--- config.mk ---
export PLATFORM = sky130hd
export DESIGN_NAME = mcp4921_dac_flat
export DESIGN_NICKNAME = d
export VERILOG_FILES = /design/src/rtl/dac_pkg.sv /design/src/rtl/mcp4921_dac_if.sv /design/src/rtl/clk_div_tick.sv /design/src/rtl/mcp4921_dac.sv /design/src/flat_wrapper.sv
export SDC_FILE = /design/constraint.sdc
export NUM_CORES = 1
export LEC_CHECK = 0
export CAP_MARGIN = 15
export CORE_ASPECT_RATIO = 0.9
export CORE_MARGIN = 2
export CORE_UTILIZATION = 30
export DETAILED_ROUTE_END_ITERATION = 7
export PLACE_DENSITY = 0.49
export SLEW_MARGIN = 25
export SYNTH_ARGS = -nofsm -noshare
export SYNTH_HDL_FRONTEND = slang
export SYNTH_SLANG_ARGS = --single-unit
--- constraint.sdc ---
create_clock -name clk -period 4.31 [get_ports clk]
set_input_delay 1.293 -clock clk [delete_from_list [all_inputs] [get_ports clk]]
set_output_delay 1.293 -clock clk [all_outputs]
set_load 0.02 [all_outputs]
--- src/rtl/dac_pkg.sv ---
// Shared types and constants for the MCP4921 DAC transmitter.
package dac_pkg;

   typedef enum logic [2:0] {IDLE, SETUP, SHIFT, HOLD, GAP} state_e;

   localparam int unsigned DAC_BITS   = 12;
   localparam int unsigned FRAME_BITS = 16;

   // Config bits of the MCP4921 write command
   localparam int unsigned AB_BIT   = 15;
   localparam int unsigned BUF_BIT  = 14;
   localparam int unsigned GA_BIT   = 13;
   localparam int unsigned SHDN_BIT = 12;

   // Half-period counts of the multi-half-period states
   localparam int unsigned SHIFT_HALVES = 32;
   localparam int unsigned GAP_HALVES   = 2;

   // Assemble a write to DAC A with the output enabled
   function automatic logic [FRAME_BITS-1:0] build_word(input logic                vref_buf,
                                                        input logic                gain_1x,
                                                        input logic [DAC_BITS-1:0] data12);
      logic [FRAME_BITS-1:0] w;
      w                 = '0;
      w[DAC_BITS-1:0]   = data12;
      w[AB_BIT]         = 1'b0;
      w[BUF_BIT]        = vref_buf;
      w[GA_BIT]         = gain_1x;
      w[SHDN_BIT]       = 1'b1;
      return w;
   endfunction

endpackage

--- src/rtl/mcp4921_dac_if.sv ---
// Sample stream into the DAC transmitter (valid/ready handshake).
interface mcp4921_dac_if #(
   parameter int unsigned N = 10
) ();

   logic [N-1:0] sample_in;
   logic         sample_valid;
   logic         sample_ready;

   modport master (output sample_in, output sample_valid, input sample_ready);
   modport slave  (input sample_in, input sample_valid, output sample_ready);

endinterface

--- src/rtl/clk_div_tick.sv ---
// Free-running divider: one-cycle tick every 2^SCLK_N enabled clk cycles.
module clk_div_tick #(
   parameter int unsigned SCLK_N = 4
) (
   input  logic clk,
   input  logic reset_n,
   input  logic en_i,
   input  logic restart_i,
   output logic tick_o
);

   logic [SCLK_N-1:0] cnt_q, cnt_d;

   // Count while enabled; hold at zero otherwise so each run starts a full period
   always_comb begin
      cnt_d = '0;
      if (en_i && !restart_i) begin
         cnt_d = cnt_q + SCLK_N'(1);
      end
   end

   // Tick on the last count of each period
   always_comb begin
      tick_o = en_i && (cnt_q == '1);
   end

   // Counter register
   always_ff @(posedge clk or negedge reset_n) begin
      if (!reset_n) begin
         cnt_q <= '0;
      end else begin
         cnt_q <= cnt_d;
      end
   end

endmodule

--- src/rtl/mcp4921_dac.sv ---
// SPI write-only master for the MCP4921 12-bit DAC.
// Optional macro MCP4921_LDAC_EN: drive LDAC_n as a one-half-period low strobe in the
// second GAP half-period; otherwise LDAC_n is tied low.
module mcp4921_dac
   import dac_pkg::*;
#(
   parameter int unsigned N        = 10,
   parameter int unsigned SCLK_N   = 4,
   parameter bit          GAIN_1X  = 1'b1,
   parameter bit          VREF_BUF = 1'b0
) (
   input  logic             clk,
   input  logic             reset_n,
   mcp4921_dac_if.slave     s_if,
   output logic             SCLK,
   output logic             SDI,
   output logic             CS_n,
   output logic             LDAC_n,
   output logic             frame_done
);

   state_e                state_q, state_d;
   logic [4:0]            hp_q, hp_d;
   logic                  ready_q, ready_d;
   logic [FRAME_BITS-1:0] word_q, word_d;
   logic [DAC_BITS-1:0]   data12;
   logic [3:0]            bit_idx;
   logic                  tick;
   logic                  accept;

   assign accept            = ready_q && s_if.sample_valid;
   assign s_if.sample_ready = ready_q;

   // Fit the sample into 12 bits: keep the MSBs, pad short samples with zeros
   if (N >= DAC_BITS) begin : g_trunc
      assign data12 = s_if.sample_in[N-1 -: DAC_BITS];
   end else begin : g_pad
      assign data12 = {s_if.sample_in, {(DAC_BITS - N){1'b0}}};
   end

   clk_div_tick #(
      .SCLK_N (SCLK_N)
   ) u_div (
      .clk       (clk),
      .reset_n   (reset_n),
      .en_i      (state_q != IDLE),
      .restart_i (accept),
      .tick_o    (tick)
   );

   // State, half-period counter, handshake and word registers
   always_ff @(posedge clk or negedge reset_n) begin
      if (!reset_n) begin
         state_q <= IDLE;
         hp_q    <= '0;
         ready_q <= 1'b0;
         word_q  <= '0;
      end else begin
         state_q <= state_d;
         hp_q    <= hp_d;
         ready_q <= ready_d;
         word_q  <= word_d;
      end
   end

   // Next-state: one step per divider tick once a frame is running
   always_comb begin
      state_d = state_q;
      hp_d    = hp_q;
      ready_d = ready_q;
      word_d  = word_q;
      case (state_q)
         IDLE: begin
            ready_d = 1'b1;
            if (accept) begin
               state_d = SETUP;
               ready_d = 1'b0;
               hp_d    = '0;
               word_d  = build_word(VREF_BUF, GAIN_1X, data12);
            end
         end
         SETUP: begin
            if (tick) begin
               state_d = SHIFT;
               hp_d    = '0;
            end
         end
         SHIFT: begin
            if (tick) begin
               if (hp_q == 5'(SHIFT_HALVES - 1)) begin
                  state_d = HOLD;
                  hp_d    = '0;
               end else begin
                  hp_d = hp_q + 5'd1;
               end
            end
         end
         HOLD: begin
            if (tick) begin
               state_d = GAP;
               hp_d    = '0;
            end
         end
         GAP: begin
            if (tick) begin
               if (hp_q == 5'(GAP_HALVES - 1)) begin
                  state_d = IDLE;
                  hp_d    = '0;
                  // Ready rises together with the return to IDLE
                  ready_d = 1'b1;
               end else begin
                  hp_d = hp_q + 5'd1;
               end
            end
         end
         default: state_d = IDLE;
      endcase
   end

   // Pin outputs decoded from state; all idle-safe when CS_n is high
   always_comb begin
      // Odd SHIFT half-periods carry SCLK high; each bit spans a low/high pair
      bit_idx    = ~hp_q[4:1];
      SCLK       = 1'b0;
      SDI        = 1'b0;
      CS_n       = 1'b1;
      frame_done = 1'b0;
`ifdef MCP4921_LDAC_EN
      LDAC_n     = 1'b1;
`else
      LDAC_n     = 1'b0;
`endif
      case (state_q)
         SETUP: begin
            CS_n = 1'b0;
            SDI  = word_q[AB_BIT];
         end
         SHIFT: begin
            CS_n = 1'b0;
            SCLK = hp_q[0];
            SDI  = word_q[bit_idx];
         end
         HOLD: begin
            CS_n = 1'b0;
         end
         GAP: begin
            frame_done = tick && (hp_q == 5'(GAP_HALVES - 1));
`ifdef MCP4921_LDAC_EN
            LDAC_n     = !(hp_q == 5'(GAP_HALVES - 1));
`endif
         end
         default: ;
      endcase
   end

endmodule

--- src/flat_wrapper.sv ---
// flat-port wrapper written by rule: the top's interface ports become plain ports
module mcp4921_dac_flat import dac_pkg::*;
#(
   parameter int unsigned N        = 10,
   parameter int unsigned SCLK_N   = 4,
   parameter bit          GAIN_1X  = 1'b1,
   parameter bit          VREF_BUF = 1'b0
)
  (clk, reset_n, SCLK, SDI, CS_n, LDAC_n, frame_done, s_if_sample_in, s_if_sample_valid, s_if_sample_ready);
  mcp4921_dac_if #(.N(N)) s_if_i ();
  input  logic clk;
  input  logic reset_n;
  output logic SCLK;
  output logic SDI;
  output logic CS_n;
  output logic LDAC_n;
  output logic frame_done;
  input wire logic [$bits(s_if_i.sample_in)-1:0] s_if_sample_in;
  input wire logic [$bits(s_if_i.sample_valid)-1:0] s_if_sample_valid;
  output wire logic [$bits(s_if_i.sample_ready)-1:0] s_if_sample_ready;
  assign s_if_i.sample_in = s_if_sample_in;
  assign s_if_i.sample_valid = s_if_sample_valid;
  assign s_if_sample_ready = s_if_i.sample_ready;
  mcp4921_dac #(.N(N), .SCLK_N(SCLK_N), .GAIN_1X(GAIN_1X), .VREF_BUF(VREF_BUF)) u_core (.clk(clk), .reset_n(reset_n), .s_if(s_if_i), .SCLK(SCLK), .SDI(SDI), .CS_n(CS_n), .LDAC_n(LDAC_n), .frame_done(frame_done));
endmodule
Word-level counts from Yosys, hierarchy flattened
Cells that the tools add are included.
{"block": "word_totals", "in_bits": 13, "word_cells": 65, "regBits": 24, "output_inout_bits": 6}
{"block": "op_classes", "order_cmp": 1, "n_eq_ne": 15, "bitwise": 1, "reduce_logical": 15, "mux": 26, "addsub": 2}
{"operator": "2-to-1 mux 5 bit", "count": 6}
{"operator": "2-to-1 mux 3 bit", "count": 7}
{"operator": "case mux 5 bit (4 select lines)", "count": 1}
{"operator": "case mux 3 bit (5 select lines)", "count": 1}
{"operator": "!= test 2 x 1 -> 1 bit (second input constant)", "count": 7}
{"operator": "2-to-1 mux 1 bit", "count": 8}
{"operator": "AND reduction 7 bit", "count": 1}
{"operator": "== test 3 x 2 -> 1 bit (second input constant)", "count": 2}
{"operator": "adder 5 x 1 -> 5 bit (second input constant)", "count": 1}
{"operator": "== test 5 x 1 -> 1 bit (second input constant)", "count": 1}
{"operator": "== test 5 bit (second input constant)", "count": 1}
{"operator": "< comparator 4 x 5 -> 1 bit (second input constant)", "count": 1}
{"operator": "AND reduction 5 bit", "count": 1}
{"operator": "adder 4 x 1 -> 4 bit (second input constant)", "count": 1}
{"operator": "binary-select mux 1 bit (select 4 bit)", "count": 1}
{"operator": "== test 4 bit (second input constant)", "count": 1}
{"operator": "logical AND 1 bit", "count": 4}
{"operator": "2-to-1 mux 4 bit", "count": 1}
{"operator": "NOT 4 bit", "count": 1}
{"operator": "nonzero test 4 bit", "count": 1}
{"operator": "== test 3 x 1 -> 1 bit (second input constant)", "count": 1}
{"operator": "== test 3 bit (second input constant)", "count": 1}
{"operator": "zero test 3 bit", "count": 1}
{"operator": "AND reduction 3 bit", "count": 1}
{"operator": "8 further kinds", "count": 8}

Longest topological paths before layout
Gate-level depths: netlist of the first run.
{"block": "depth", "depth_word": 4, "depth_mapped": 7, "mapped_depth_nobuf": 6}

By module
From an unflattened synthesis of the first run, not the netlist that was laid out.
{"block": "hier_totals", "hier_cells": 142, "area_unflattened_um2": 1310.0}
{"mod": "mcp4921_dac", "n_inst": 1, "seq_area_each_um2": 500.5, "cells_per_inst": 126, "area_each_um2": 1124.8}
{"mod": "clk_div_tick", "n_inst": 1, "seq_area_each_um2": 100.1, "cells_per_inst": 16, "area_each_um2": 185.2}

Least setup slack after synthesis of the first run
Ideal clock, no wire load.
{"block": "synth_timing", "kind": "reg-to-output", "from": "reg u_core.hp_q[1]", "to": "out frame_done", "arrival_ns": 1.710, "t_required_ns": 3.017, "path_buffers": 1, "setup_slack_ns": 1.307, "path_stages_with_launch": 6, "cell_sequence": "dfrtp_1 -> buf_2 -> inv_1 -> ha_1 -> or4b_4 -> nor3_1"}
{"block": "synth_via", "elab_chain_len": 3}
{"element": "start: declaration", "line_no": "mcp4921_dac.sv:23", "source": "logic [4:0] hp_q, hp_d;"}
{"element": "start signal: assignment", "line_no": "mcp4921_dac.sv:60", "source": "hp_q <= hp_d;"}
{"element": "== test 5 x 1 -> 1 bit", "line_no": "mcp4921_dac.sv:147", "source": "frame_done = tick && (hp_q == 5'(GAP_HALVES - 1));"}
{"element": "logical AND 1 bit", "line_no": "mcp4921_dac.sv:147"}
{"element": "2-to-1 mux 1 bit", "line_no": "mcp4921_dac.sv:133", "source": "case (state_q)"}
{"element": "end: declaration", "line_no": "flat_wrapper.sv:17", "source": "output logic frame_done;"}
No other way between the ends.

Worst setup path after layout of the first run
Same ends and word-level chain as after synthesis.

==> results of run 1 <==
per-layer routing:
metal / GRT usage [%] / vias up / wire length, um
li1: - / 454 / -
met1: 15.2 / 439 / 1240
met2: 15.9 / 16 / 1120
met3: 1.49 / 2 / 54
met4: 5.13 / 0 / 34
met5: 0 / - / 0
cells by family (layout without fill, tap and decap cells):
| kind of cell | after synthesis | count (layout) | synth area share, % |
|---|---|---|---|
| flops | 24 | 24 | 44.7 |
| simple gates | 37 | 37 | 18.3 |
| buf+inv | 9 | 23 | 4.75 |
| mux | 17 | 17 | 14.2 |
| compound gates | 22 | 22 | 12.1 |
| xor+xnor | 3 | 3 | 1.96 |
| fa+ha+maj | 4 | 4 | 3.72 |
| other cells | 1 | 1 | 0.279 |
worst paths after layout:
check | start | end | slack, ps | depth (start not counted)
setup / recovery | u_core.hp_q[1] | frame_done | 670 | 5
hold / removal | u_core.u_div.cnt_q[0] | u_core.u_div.cnt_q[0] | 460 | 1
setup reg to reg | u_core.hp_q[1] | u_core.hp_q[2] | 2390 | 6
hold reg to reg | u_core.u_div.cnt_q[0] | u_core.u_div.cnt_q[0] | 460 | 1
max in group asynchronous | reset_n | u_core.word_q[5] | 2940 | 1
min in group asynchronous | reset_n | u_core.u_div.cnt_q[2] | 1000 | 1
worst register-to-register path: stages, from the launching register on:
cell	delay, ps
dfrtp_1	520
ha_1	280
and3_1	190
ha_1	210
o32ai_4	330
o21ai_1	170
o21ai_1	150
layout make-up:
cell class | count | area [um2] | share of cell area (%)
well taps | 62 | 77.6 | 4.89
flip-flops and latches | 24 | 601 | 37.9
multi-input cells | 84 | 679 | 42.9
clock buffers | 4 | 55.1 | 3.47
inverters | 2 | 7.51 | 0.474
repair buffers | 17 | 165 | 10.4
cells in the final DEF, fill, tap and decap left out, types with 2 or more instances in the layout:
master           count
a21oi_1              4
and3_1               2
clkbuf_8             4
clkdlybuf4s50_1     16
dfrtp_1             24
ha_1                 4
inv_1                2
mux2_1               9
mux2_2               3
mux2i_1              4
nand2_1              3
nand2b_1             6
nand3_1              4
nor2_1               8
nor2b_1              2
o21ai_1              5
o22ai_1              2
xor2_1               2
stage by stage:
step           hold slack (ps)  utilization (%)  setup WS, ps  total power [mW]  instances
2_1_floorplan              432                -          1310             0.244        117
5_1_grt                    484             36.2           538             0.427        193
6_report                   460             36.2           670             0.409        193
3_5_place_dp               453             35.0           940             0.261        189
3_3_place_gp               451             35.1           977             0.261        189
4_1_cts                    466             36.2           644             0.415        193
power groups by stage:
stage | combinational, mW | clock (mW) | sequential [mW]
floorplan | 0.00851 | 0 | 0.236
global placement | 0.0248 | 0 | 0.236
detailed placement | 0.0246 | 0 | 0.236
CTS | 0.0246 | 0.158 | 0.232
global route | 0.0270 | 0.167 | 0.233
finish | 0.0240 | 0.153 | 0.232
registers in the layout, indices dropped and copies added, names as in the netlist:
register	flops
u_core.hp_q	5
u_core.s_if.sample_ready	1
u_core.state_q	3
u_core.u_div.cnt_q	4
u_core.word_q	11
==> metrics.txt, run 1 <==
CTS clk-pin slew, worst paths=90 ps; First-pass DRT Iterations=4; most area-hungry cell type in the Yosys netlist=dfrtp_1; Clock Sinks=24; synthesized area=0.00134 mm2; clk_skew=3.54 ps; crit-path max cell delay=630 ps; placer congestion estimate=0.820; initial antenna violation count=0; drt via density=4.72; die height=67.5 um; final std cell area, no fill=0.00159 mm2; Area contributors post-synth=dfrtp_1, mux2_1, ha_1, mux2i_1, nand2b_1; drt wl/cell=12.7 um; latest clock arrival within the worst-skew pair=260 ps; GRT Total Usage=10.7%; Clk pwr share=37.5%; DRC violations left=0; Final HPWL DP=1800 um; crit start category=flop; final setup TNS=0 ps; final slew viol count=0; fin crit period=3640 ps; Synth Warn #=0; Crit Path Category=reg -> out; top post-synthesis cells by count=dfrtp_1, mux2_1, nor2_1, nand2b_1, o21ai_1; post-CTS resize count=0; Net Count, Synth=134; maxcap violations=0; CP top delay family=buffers and inverters; via count=911; Max Clock Freq=275 MHz; number of flops mapped to enable cells by yosys=0; Leakage=0.668 nW; Switch Pwr=85.5 uW; Main synth FF type=dfrtp_1; Yosys top cell area share=44.7%; core area=0.00437 mm2; Final setup viols=0; largest buffer count on any clock path=2; FP Rows=23; Die ar.=0.00503 mm2; Synth cell types=45; asr flop ratio synth=100%; cts hold-fix bufs=0; TritonCTS clock tree=done; ANT cells=0; Pwr Density=258 mW/mm2; largest net degree at the start of global routing=25; drt total wl=2450 um; Synth-to-Final Area Change=18.0%; Setup crit end kind=output pin; sequential fraction of the synthesis area=44.7%; Req. time, crit path=3020 ps; Worst-Margin Slew=547 ps; fin crit share=84.5%; Hold Crit Class=reg -> reg; Seq pwr share=56.7%; internal power=324 uW; VDD IR-drop max=0.136 mV; proportion of layout cells with a drive suffix above 1=13.7%; PortBufs=17; GR Overflow Total=0; RSZ-0062 raised after global routing=no; area of placed instances=0.00153 mm2; status=completed; starting density of the core=30.7%; chip width=74.5 um; Rel. slew slack=63.5%; slowest CP cell=clkdlybuf4s50_1; Root Driver=clkbuf_8; CP bufs+invs=2; combinational share of power=5.9%; CP max FO=9; first-pass GRT wire length=4130 um; worst path cell trace=inv_1 -> ha_1 -> or4b_4 -> nor3_1 -> clkdlybuf4s50_1; Hold Fails Final Rpt=0; Fill cells=455; Syn Inst Count=117; postcts setup bufs=0; I/O pin count=19; drt initial violations=22; Net Sw Frac=20.9%; FF+latch count, synth=24; CTS Buf Count=3; crit path DAT=2350 ps; number of H-tree levels=1; synthesized area per cell=11.5 um2; most common cell in the synthesized netlist=dfrtp_1; fin nets=149; ANT nets after route=0; number of global-route vias before repair=894
(Power assumes the default switching activity.)
==> run 2, diff against run 1 <==
==> constraint.sdc (replaced) <==
create_clock -name clk -period 3.6 [get_ports clk]
set_input_delay 1.08 -clock clk [delete_from_list [all_inputs] [get_ports clk]]
set_output_delay 1.08 -clock clk [all_outputs]
set_load 0.02 [all_outputs]
==> run 2 against run 1 <==
Via count grew 1.8%. Wire length grew 5.4%. Total power grew 34%. Design area grew 1.8%. Cell count grew 0.52%. Sequential share of layout area shrank 0.68 points. Sequential cell count is the same. Utilization grew 0.66 points. Non-clock buffer count grew 1.
==> metrics.txt, run 2 (synthesized netlist as in run 1, its figures left out) <==
Cells after DPL=190; largest net degree at the start of global routing=25; RSZ-0062 raised after global routing=no; fin crit share=96.0%; GRT Total Usage=11.0%; first-pass GRT wire length=4150 um; Req. time, crit path=2520 ps; post-CTS resize count=0; area of placed instances=0.00154 mm2; r2r endpoint=u_core.hp_q[2]; internal power=440 uW; number of H-tree levels=1; DRC violations left=0; Top reg by flops=u_core.word_q; I/O pin count=19; Synth-to-Final Area Change=20.1%; crit start category=flop; core area=0.00437 mm2; Final HPWL DP=1840 um; final worst slack=144 ps; R2R cell count=6; drt initial violations=41; ANT nets after route=0; Hold EP=u_core.u_div.cnt_q[0]; starting density of the core=30.7%; clk_skew=2.16 ps; Largest register FFs=11; final std cells w/o fill=194; Hold Crit Class=reg -> reg; HP Start=u_core.u_div.cnt_q[0]; Util after Layout=36.9%; Setup crit end kind=output pin; Max Used Layer=met4; WHS Path Cells=1; TritonCTS clock tree=done; Max Clock Freq=289 MHz; Pwr Density=340 mW/mm2; proportion of layout cells with a drive suffix above 1=13.6%; Switch Pwr=108 uW; drt wl/cell=13.3 um; combinational share of power=5.6%; final std cell area, no fill=0.00161 mm2; CTS clk-pin slew, worst paths=90 ps; initial antenna violation count=0; largest buffer count on any clock path=2; via count=927; commonest cells after routing, fill and taps aside=dfrtp_1, clkdlybuf4s50_1, mux2_1, nor2_1, nand2b_1; ANT cells=0; WHS=473 ps; CP max FO=9; fin nets=150; Leakage=0.680 nW; Clk pwr share=43.7%; WL met2=1210 um; drt total wl=2580 um; final setup TNS=0 ps; Crit Path Category=reg -> out; Final setup viols=0; commonest non-fill, non-tap cell in the layout=dfrtp_1; placer congestion estimate=0.821; fin crit period=3460 ps; number of global-route vias before repair=843; met3 wire len=69 um; Seq pwr share=50.7%; VDD IR-drop max=0.183 mV; Hold Fails Final Rpt=0; die height=67.5 um; final slew viol count=0; status=completed; Die ar.=0.00503 mm2; cts hold-fix bufs=0; Largest regs=u_core.word_q (11), u_core.hp_q (5), u_core.u_div.cnt_q (4); Worst Setup SP=u_core.hp_q[1]; CTS Buf Count=3; First-pass DRT Iterations=4; latest clock arrival within the worst-skew pair=260 ps; crit path DAT=2380 ps; r2r startpoint=u_core.hp_q[1]; Root Driver=clkbuf_8; chip width=74.5 um; met1 wire length=1270 um; Place WS=422 ps; drt via density=4.78; GR Overflow Total=0; Design Power=548 uW; Net Sw Frac=19.7%; PortBufs=17; postcts setup bufs=0; Clock Sinks=24; maxcap violations=0; FP Rows=23; R2R Setup Slk=1660 ps
-- run 2: critical path, cell delays in order, from the launching register on --
cell             delay (ps)
dfrtp_1                 530
inv_1                   100
ha_1                    160
or4b_4                  480
nor3_1                  210
clkdlybuf4s50_1         630
-- run 2: power by group through the flow --
stage / sequential (mW) / clock [mW] / combinational (mW)
2_1_floorplan: 0.283 / 0 / 0.0102
3_3_place_gp: 0.283 / 0 / 0.0305
3_5_place_dp: 0.283 / 0 / 0.0315
4_1_cts: 0.278 / 0.247 / 0.0315
5_1_grt: 0.279 / 0.257 / 0.0347
6_report: 0.278 / 0.240 / 0.0306
-- run 2: worst max-delay path by stage --
stage	to	slack, ps	depth (start not counted)
2_1_floorplan	frame_done	810	5
5_1_grt	frame_done	20	5
6_report	frame_done	140	5
3_3_place_gp	frame_done	480	5
3_5_place_dp	frame_done	420	5
4_1_cts	frame_done	110	5
-- run 2: layout make-up --
type                       count  area, um2
inverter                       2       7.51
timing repair buffer          18        178
tap                           62       77.6
clock inverter                 1       30.0
sequential                    24        601
clock buffer                   3       41.3
multi-input combinational     84        679
fill                         465       2760
-- run 2: per-layer routing --
| metal | GRT usage, % | vias to the layer above |
|---|---|---|
| met5 | 0 | - |
| met4 | 5.13 | 0 |
| met3 | 1.49 | 2 |
| met2 | 15.7 | 18 |
| met1 | 16.2 | 457 |
| li1 | - | 450 |
==> run 3, diff against run 2 <==
--- a/config.mk
+++ b/config.mk
@@ -6,9 +6,10 @@
 export NUM_CORES = 1
 export LEC_CHECK = 0
 export CAP_MARGIN = 15
-export CORE_ASPECT_RATIO = 0.9
+export CORE_ASPECT_RATIO = 1.25
 export CORE_MARGIN = 2
 export CORE_UTILIZATION = 30
+export CTS_BUF_LIST = sky130_fd_sc_hd__clkbuf_4
 export DETAILED_ROUTE_END_ITERATION = 7
 export PLACE_DENSITY = 0.49
 export SLEW_MARGIN = 25
==> constraint.sdc (replaced) <==
create_clock -name clk -period 3.75 [get_ports clk]
set_input_delay 1.125 -clock clk [delete_from_list [all_inputs] [get_ports clk]]
set_output_delay 1.125 -clock clk [all_outputs]
set_load 0.02 [all_outputs]
==> run 3 against run 2 <==
Critical path depth did not move. Non-clock buffer count did not move. Clock-buffer cell count did not move. Total power fell by 12%. Critical path type unchanged. Largest cell class unchanged. Highest routed layer unchanged.
==> metrics.txt, run 3 (synthesized netlist as in run 1, its figures left out) <==
crit-path max cell delay=630 ps; PortBufs=17; drt total wl=2600 um; fin crit period=3560 ps; crit path DAT=2430 ps; ANT nets after route=0; CP max FO=9; post-CTS resize count=0; Synth-to-Final Area Change=18.3%; DRC violations left=0; First-pass DRT Iterations=4; initial antenna violation count=0; chip width=63.9 um; placer congestion estimate=0.830; number of H-tree levels=1; CTS clk-pin slew, worst paths=140 ps; fin crit share=94.9%; clk_skew=7.08 ps; Setup crit end kind=output pin; Clock Sinks=24; drt initial violations=15; largest buffer count on any clock path=2; HP Start=u_core.u_div.cnt_q[0]; Req. time, crit path=2620 ps; Switch Pwr=95.8 uW; Largest register FFs=11; Net Sw Frac=19.8%; Crit Path Category=reg -> out; fin nets=150; internal power=388 uW; r2r endpoint=u_core.hp_q[2]; GRT Total Usage=12.0%; first-pass GRT wire length=4800 um; maxcap violations=0; commonest cells after routing, fill and taps aside=dfrtp_1, clkdlybuf4s50_1, mux2_1, nor2_1, nand2b_1; status=completed; worst path cell trace=inv_1 -> ha_1 -> or4b_4 -> nor3_1 -> clkdlybuf4s50_1; via count=931; ANT cells=0; R2R cell count=6; latest clock arrival within the worst-skew pair=320 ps; R2R Setup Slk=1780 ps; die height=78.8 um; postcts setup bufs=0; Setup crit end=frame_done; drt via density=4.90; core area=0.00436 mm2; Worst Setup SP=u_core.hp_q[1]; Hold Crit Class=reg -> reg; Root Driver=clkbuf_4; Seq pwr share=55.2%; I/O pin count=19; starting density of the core=30.8%; Pwr Density=304 mW/mm2; Final HPWL DP=1960 um; TritonCTS clock tree=done; proportion of layout cells with a drive suffix above 1=13.6%; GR Overflow Total=0; Final setup viols=0; CTS Buf Count=3; FP Rows=27; VDD IR-drop max=0.200 mV; Hold Fails Final Rpt=0; RSZ-0062 raised after global routing=no; crit start category=flop; final std cell area, no fill=0.00159 mm2; final setup TNS=0 ps; largest net degree at the start of global routing=25; Max Clock Freq=281 MHz; area of placed instances=0.00154 mm2; commonest non-fill, non-tap cell in the layout=dfrtp_1; number of global-route vias before repair=1055; Die ar.=0.00503 mm2; Top reg by flops=u_core.word_q; Largest regs=u_core.word_q (11), u_core.hp_q (5), u_core.u_div.cnt_q (4); combinational share of power=5.9%; Clk pwr share=38.9%; final slew viol count=0; cts hold-fix bufs=0; drt wl/cell=13.7 um; slowest CP cell=clkdlybuf4s50_1; r2r startpoint=u_core.hp_q[1]; Leakage=0.672 nW
==> run 3: cell counts in the layout (fill, tap and decap cells not counted) <==
No cell type changed its count.
==> run 3: stage by stage <==
step                hold WS (ps)  setup WS, ps  cells  util, %  total power, mW
floorplan                    432           915    117        -            0.281
global placement             453           583    186     35.3            0.301
detailed placement           461           530    186     35.3            0.301
CTS                          480           149    190     36.5            0.492
global route                 509          21.6    190     36.5            0.506
finish                       480           192    190     36.5            0.484
==> run 3: worst max-delay path: cells and delay by family (launching register included) <==
family        cells  cell delay, ps
flops             1             540
simple gates      2             680
fa+ha+maj         1             160
buf+inv           2             730
==> run 3: layout make-up <==
type                            count  area, um2
Fill cell                         444       2770
Multi-Input combinational cell     84        679
Clock buffer                        3       22.5
Sequential cell                    24        601
Inverter                            2       7.51
Clock inverter                      1       30.0
Tap cell                           58       72.6
Timing Repair Buffer               18        178
==> run 3: routing by layer <==
layer | GRT usage [%] | part of all wire [%]
met1 | 13.5 | 40
met2 | 21.4 | 53
met5 | 0 | 0
met4 | 6.30 | 2.8
met3 | 2.12 | 3.9
==> run 3: worst min-delay path by stage <==
stage	depth (start not counted)	end	slack, ps
finish	1	u_core.u_div.cnt_q[0]	480
global route	1	u_core.u_div.cnt_q[0]	510
CTS	1	u_core.u_div.cnt_q[0]	480
detailed placement	1	u_core.u_div.cnt_q[0]	460
global placement	1	u_core.u_div.cnt_q[0]	450
floorplan	1	u_core.u_div.cnt_q[0]	430
==> run 3: power by group through the flow <==
stage / registers (mW) / logic [mW] / clock network [mW]
3_3_place_gp: 0.272 / 0.0289 / 0
3_5_place_dp: 0.272 / 0.0295 / 0
5_1_grt: 0.268 / 0.0322 / 0.206
6_report: 0.267 / 0.0285 / 0.188
2_1_floorplan: 0.271 / 0.00979 / 0
4_1_cts: 0.267 / 0.0295 / 0.196
